`src/rtl/cache_ctrl_pkg.sv`:
```
// Shared types and defaults for the cache fill controller.
package cache_ctrl_pkg;

  localparam int ADDR_WIDTH_DEF   = 8;
  localparam int LINE_WIDTH_DEF   = 32;
  localparam int FILL_TIMEOUT_DEF = 16;
  // Counter width able to hold the full timeout value.
  localparam int TIMEOUT_W        = $clog2(FILL_TIMEOUT_DEF + 1);

  typedef enum logic [2:0] {
    IDLE,
    LOOKUP,
    CHECK,
    MEM_REQ,
    MEM_WAIT,
    WR_MEM,
    FILL,
    RESP
  } state_t;

endpackage

```
`src/rtl/cache_fill_ctrl.sv`:
```
// Initiator for the cache read/write port: loads look up the cache, misses are
// fetched from memory and filled; stores write through to memory and allocate.
module cache_fill_ctrl
  import cache_ctrl_pkg::*;
#(
  parameter int ADDR_WIDTH   = ADDR_WIDTH_DEF,
  parameter int LINE_WIDTH   = LINE_WIDTH_DEF,
  parameter int FILL_TIMEOUT = FILL_TIMEOUT_DEF
) (
  input  logic                  clock,
  input  logic                  reset,
  // client
  input  logic                  req_valid,
  output logic                  req_ready,
  input  logic                  req_write,
  input  logic [ADDR_WIDTH-1:0] req_addr,
  input  logic [LINE_WIDTH-1:0] req_wdata,
  output logic                  resp_valid,
  output logic [LINE_WIDTH-1:0] resp_data,
  output logic                  resp_hit,
  output logic                  resp_error,
  // cache
  output logic                  cache_read,
  output logic                  cache_write,
  output logic [ADDR_WIDTH-1:0] cache_addr,
  output logic [LINE_WIDTH-1:0] cache_wdata,
  input  logic                  cache_hit,
  input  logic [LINE_WIDTH-1:0] cache_rdata,
  // memory
  output logic                  mem_req_valid,
  input  logic                  mem_req_ready,
  output logic                  mem_req_write,
  output logic [ADDR_WIDTH-1:0] mem_req_addr,
  output logic [LINE_WIDTH-1:0] mem_req_wdata,
  input  logic                  mem_resp_valid,
  input  logic [LINE_WIDTH-1:0] mem_resp_data
);

  localparam int CNT_W = $clog2(FILL_TIMEOUT + 1);
  localparam logic [CNT_W-1:0] CNT_LAST = CNT_W'(FILL_TIMEOUT - 1);

  state_t                r_state, w_state_n;
  logic [CNT_W-1:0]      r_cnt, w_cnt_n;
  logic [ADDR_WIDTH-1:0] r_addr, w_addr_n;
  logic [LINE_WIDTH-1:0] r_data, w_data_n;
  logic [LINE_WIDTH-1:0] r_resp_data, w_resp_data_n;
  logic                  r_resp_hit, w_resp_hit_n;
  logic                  r_resp_error, w_resp_error_n;
  logic                  r_req_ready;
  logic                  r_resp_valid;
  logic                  r_cache_read;
  logic                  r_cache_write;
  logic                  r_mem_req_valid;
  logic                  r_mem_req_write;

  // Next-state, datapath and response values; every control output is a
  // registered decode of the next state so nothing glitches toward the cache.
  always_comb begin
    w_state_n      = r_state;
    w_cnt_n        = r_cnt;
    w_addr_n       = r_addr;
    w_data_n       = r_data;
    w_resp_data_n  = '0;
    w_resp_hit_n   = 1'b0;
    w_resp_error_n = 1'b0;
    case (r_state)
      IDLE: begin
        // req_ready is high exactly in IDLE, so req_valid alone means accept
        if (req_valid) begin
          w_addr_n  = req_addr;
          w_data_n  = req_wdata;
          w_state_n = req_write ? WR_MEM : LOOKUP;
        end
      end
      LOOKUP: w_state_n = CHECK;
      CHECK: begin
        if (cache_hit) begin
          w_state_n     = RESP;
          w_resp_hit_n  = 1'b1;
          w_resp_data_n = cache_rdata;
        end else begin
          w_state_n = MEM_REQ;
        end
      end
      MEM_REQ: begin
        if (mem_req_ready) begin
          // a response coinciding with the handshake edge is not lost
          if (mem_resp_valid) begin
            w_data_n  = mem_resp_data;
            w_cnt_n   = '0;
            w_state_n = FILL;
          end else begin
            w_state_n = MEM_WAIT;
          end
        end
      end
      MEM_WAIT: begin
        if (mem_resp_valid) begin
          w_data_n  = mem_resp_data;
          w_cnt_n   = '0;
          w_state_n = FILL;
        end
      end
      WR_MEM: begin
        // store data already sits in r_data and is what gets filled
        if (mem_req_ready) begin
          w_cnt_n   = '0;
          w_state_n = FILL;
        end
      end
      FILL: begin
        // cache_hit on the first FILL edge predates our write: ignore it
        if ((r_cnt != '0) && cache_hit) begin
          w_state_n     = RESP;
          w_resp_data_n = r_data;
        end else if (r_cnt == CNT_LAST) begin
          w_state_n      = RESP;
          w_resp_error_n = 1'b1;
        end else begin
          w_cnt_n = r_cnt + CNT_W'(1);
        end
      end
      RESP:    w_state_n = IDLE;
      default: w_state_n = IDLE;
    endcase
  end

  // State, datapath and registered outputs.
  always_ff @(posedge clock) begin
    if (reset) begin
      r_state         <= IDLE;
      r_cnt           <= '0;
      r_addr          <= '0;
      r_data          <= '0;
      r_resp_data     <= '0;
      r_resp_hit      <= 1'b0;
      r_resp_error    <= 1'b0;
      r_req_ready     <= 1'b1;
      r_resp_valid    <= 1'b0;
      r_cache_read    <= 1'b0;
      r_cache_write   <= 1'b0;
      r_mem_req_valid <= 1'b0;
      r_mem_req_write <= 1'b0;
    end else begin
      r_state         <= w_state_n;
      r_cnt           <= w_cnt_n;
      r_addr          <= w_addr_n;
      r_data          <= w_data_n;
      r_resp_data     <= w_resp_data_n;
      r_resp_hit      <= w_resp_hit_n;
      r_resp_error    <= w_resp_error_n;
      r_req_ready     <= (w_state_n == IDLE);
      r_resp_valid    <= (w_state_n == RESP);
      r_cache_read    <= (w_state_n == LOOKUP);
      r_cache_write   <= (w_state_n == FILL);
      r_mem_req_valid <= (w_state_n == MEM_REQ) || (w_state_n == WR_MEM);
      r_mem_req_write <= (w_state_n == WR_MEM);
    end
  end

  assign req_ready     = r_req_ready;
  assign resp_valid    = r_resp_valid;
  assign resp_data     = r_resp_data;
  assign resp_hit      = r_resp_hit;
  assign resp_error    = r_resp_error;
  assign cache_read    = r_cache_read;
  assign cache_write   = r_cache_write;
  assign cache_addr    = r_addr;
  assign cache_wdata   = r_cache_write ? r_data : '0;
  assign mem_req_valid = r_mem_req_valid;
  assign mem_req_write = r_mem_req_write;
  assign mem_req_addr  = r_mem_req_valid ? r_addr : '0;
  assign mem_req_wdata = r_mem_req_write ? r_data : '0;

endmodule
```
`config.mk`:
```
export PLATFORM = sky130hd
export DESIGN_NAME = cache_fill_ctrl
export DESIGN_NICKNAME = d
export VERILOG_FILES = /design/src/rtl/cache_ctrl_pkg.sv /design/src/rtl/cache_fill_ctrl.sv
export SDC_FILE = /design/constraint.sdc
export NUM_CORES = 1
export LEC_CHECK = 0
export ABC_AREA = 1
export BUFFER_PORTS_ARGS = -buffer_cell sky130_fd_sc_hd__buf_2
export CAP_MARGIN = 10
export CELL_PAD_IN_SITES_DETAIL_PLACEMENT = 1
export CELL_PAD_IN_SITES_GLOBAL_PLACEMENT = 2
export CORE_MARGIN = 2
export CORE_UTILIZATION = 22
export CTS_CLUSTER_DIAMETER = 30
export DETAILED_ROUTE_END_ITERATION = 6
export GPL_TIMING_DRIVEN = 0
export PLACE_DENSITY_LB_ADDON = 0.1
export SLEW_MARGIN = 20
export SYNTH_ARGS = -nofsm -noshare
export SYNTH_HDL_FRONTEND = slang
export SYNTH_SLANG_ARGS = --single-unit
export TNS_END_PERCENT = 5
```
`constraint.sdc`:
```
create_clock -name clock -period 2 [get_ports clock]
set_input_delay 0.2 -clock clock [delete_from_list [all_inputs] [get_ports clock]]
set_output_delay 0.2 -clock clock [all_outputs]
set_load 0.05 [all_outputs]
```
==> metrics.md <==
| Metric | Value |
|---|---|
| GRT overflow | 0 |
| IO Port Bufs | 229 |
| Post_cts resized | 4 |
| Min-delay src | req_addr[1] |
| Pin count of the biggest net entering global routing | 16 |
| Synth area leaders | dfxtp_1 39%, nand2_1 21%, nor2_1 10% |
| Fin area | 6320 um2 |
| Global-route wire length before repair | 28.2 mm |
| Clock latency on the worst-skew pair | 0.35 ns |
| Tightest Hold Check Type | primary input to flip-flop |
| Arrival @ worst endpoint | 1.70 ns |
| Avg Inst Size Synth | 6.10 um2 |
| Total Die Area | 21600 um2 |
| Initial drt markers | 252 |
| P_leak | 3.97 nW |
| CP Capture Type | primary output |
| Total core area | 20200 um2 |
| Status | finished clean |
| Placement Setup Slack | -0.0431 ns |
| Post-DP HPWL | 14.9 mm |
| Final Hold Viols | 0 |
| Period utilisation layout | 95.2% |
| Highest Clock Rate | 525 MHz |
| Syn Nets | 852 |
| Placed inst area | 5990 um2 |
| Clk buf depth | 2 |
| Die W | 147 um |
| Pre-Repair DR Iteration Count | 4 |
| RSZ-0062 raised after global routing | yes |
| CP Max Fanout | 10 |
| Drt wl/cell | 14.6 um |
| Crit path time final | 1.90 ns |
| Clock slew at the register clock pins of the worst setup and hold paths | 0.07 ns |
| Worst Reg-to-Reg Cells | 10 |
| DRT antenna net count | 0 |
| Total CTS buffers | 9 |
| P per Cell Area | 1350 nW/um2 |
| Post-synthesis register bit count | 88 |
| Layout area overhead | 40.4% |
| Setup WS post-layout | 0.0970 ns |
| Post-cts hold buffer count | 0 |
| Fill cell count | 2698 |
| Crit path from | cache_write$_SDFF_PP0_ |
| Count of different cell masters after synthesis | 23 |
| Residual DRC count | 0 |
| Clock sinks | 88 |
| Chip Height | 147 um |
| Mapped Cells | 738 |
| Endpoints failing setup | 0 |
| Global placer's final weighted congestion | 0.782 |
| H-tree depth | 3 |
| Seq/Total Area, Yosys | 39.1% |
| Post-layout util | 31.4% |
| Worst reg2reg startpoint | r_state[0]$_SDFF_PP0_ |
| CTS tree | done |
| GRT Util Overall | 16.7% |
| Dominant cell type by area after synthesis | dfxtp_1 |
| # rows | 52 |
| Top-area cell type share of the netlist area | 39.1% |
| Num ports | 231 |
| Layout cell share with drive strength beyond 1 | 28.2% |
| Vias | 5102 |
| Vias per cell | 4.07 |
| Maxcap violations | 0 |
| Relative slew slack | 51.4% |
| Synth Cell Area | 4500 um2 |
| Crit path launch type | flip-flop |
| Initial antenna violation count | 3 |
| Post-CTS setup buffers | 0 |
| Yosys warns | 0 |
| Root Buffer | clkbuf_16 |
| Worst slew pin tran | 0.729 ns |
| Routed WL | 18.3 mm |
| Final Max Slew Viols | 0 |
| Required time worst endpoint | 1.80 ns |
| Initial core utilization | 22.3% |
| Fin nets | 1092 |
| CP Class | flip-flop to primary output |
| Hold Path Depth | 3 |
| Vias in the first global route | 5138 |
| Peak supply drop | 0.000408 V |
| Clock skew | 0.00778 ns |
worst paths after layout:
path	endpoint	slack, ns
setup / recovery	cache_wdata[30]	0.1
hold / removal	cache_addr[1]$_SDFFE_PP0P_	0.09
setup reg to reg	r_data[6]$_SDFFE_PP0P_	0.19
hold reg to reg	cache_addr[6]$_SDFFE_PP0P_	0.48
sequential cells by signal, indices dropped and copies added, names as in the netlist:
name	flops
r_data	32
resp_data	32
cache_addr	8
r_cnt	5
r_state	3
cache_read	1
cache_write	1
mem_req_valid	1
mem_req_write	1
req_ready	1
resp_error	1
resp_hit	1
resp_valid	1
routing by layer:
metal	GRT usage, %	wire (um)	vias up
li1	-	-	2682
met3	4.16	1140	17
met1	21.7	8400	2271
met5	0	11	-
met2	27.8	8500	130
met4	4.42	222	2
critical path, stage by stage (launching register included):
cell and delay [ns]:
dfxtp_1 0.52, clkbuf_1 0.41, nand2_1 0.11, inv_1 0.06
buf_2 0.25
per-stage QoR:
stage | cells | total power [mW] | TNS [ns] | hold WS, ns
floorplan | 738 | 5.55 | 0 | 0.345
global placement | 1237 | 6.90 | -0.369 | 0.457
detailed placement | 1237 | 6.89 | -0.747 | 0.458
CTS | 1253 | 8.65 | 0 | 0.0810
global route | 1253 | 9.30 | -0.237 | 0.0962
finish | 1254 | 8.54 | 0 | 0.0932
synth_stat cells:
master / instances
nor2_1: 122
nor2_2: 2
nand3_2: 2
nor2_4: 1
nand2_2: 2
nor3_1: 1
dfxtp_1: 88
buf_2: 13
inv_2: 2
o211ai_1: 1
clkinv_1: 1
o21ai_0: 2
nand2_4: 1
nand3_1: 49
a22oi_1: 32
clkbuf_1: 23
ha_1: 3
nand4_1: 1
a21oi_1: 12
inv_1: 121
nor3b_1: 1
buf_4: 3
nand2_1: 255
cell type report:
cell class | count | area (um2) | area share (%)
inverter | 124 | 465 | 7.36
buffer | 39 | 185 | 2.93
clock buffer | 9 | 225 | 3.56
sequential | 88 | 1760 | 27.9
multi-input combinational | 487 | 2130 | 33.6
timing repair buffer | 229 | 1150 | 18.1
clock inverter | 7 | 72.6 | 1.15
tap | 270 | 338 | 5.34
antenna | 1 | 2.50 | 0.0396
power breakdown:
part,internal [mW],switching (mW)
clock,0.969,0.753
sequential,2.25,0.543
combinational,1.14,2.89
logic make-up (layout without fill, tap and decap cells):
| family | Yosys count | after routing | share of synthesized area, % |
|---|---|---|---|
| AO/OA/AOI/OAI | 47 | 47 | 7.06 |
| adder cells (fa/ha/maj) | 3 | 3 | 0.834 |
| buffers and inverters | 163 | 408 | 14.2 |
| flip-flops | 88 | 88 | 39.1 |
| other | 0 | 1 | 0 |
| AND/OR/NAND/NOR | 437 | 437 | 38.8 |
cell usage in the layout, fill, tap and decap left out, drive strengths merged, types with 3 or more instances in the layout:
cell,instances
dfxtp,88
nand2,258
inv,123
nand3,51
buf,244
a21oi,12
clkbuf,33
nor2,125
ha,3
clkinv,5
a22oi,32
Note: power is estimated with default switching activity, not from simulation.
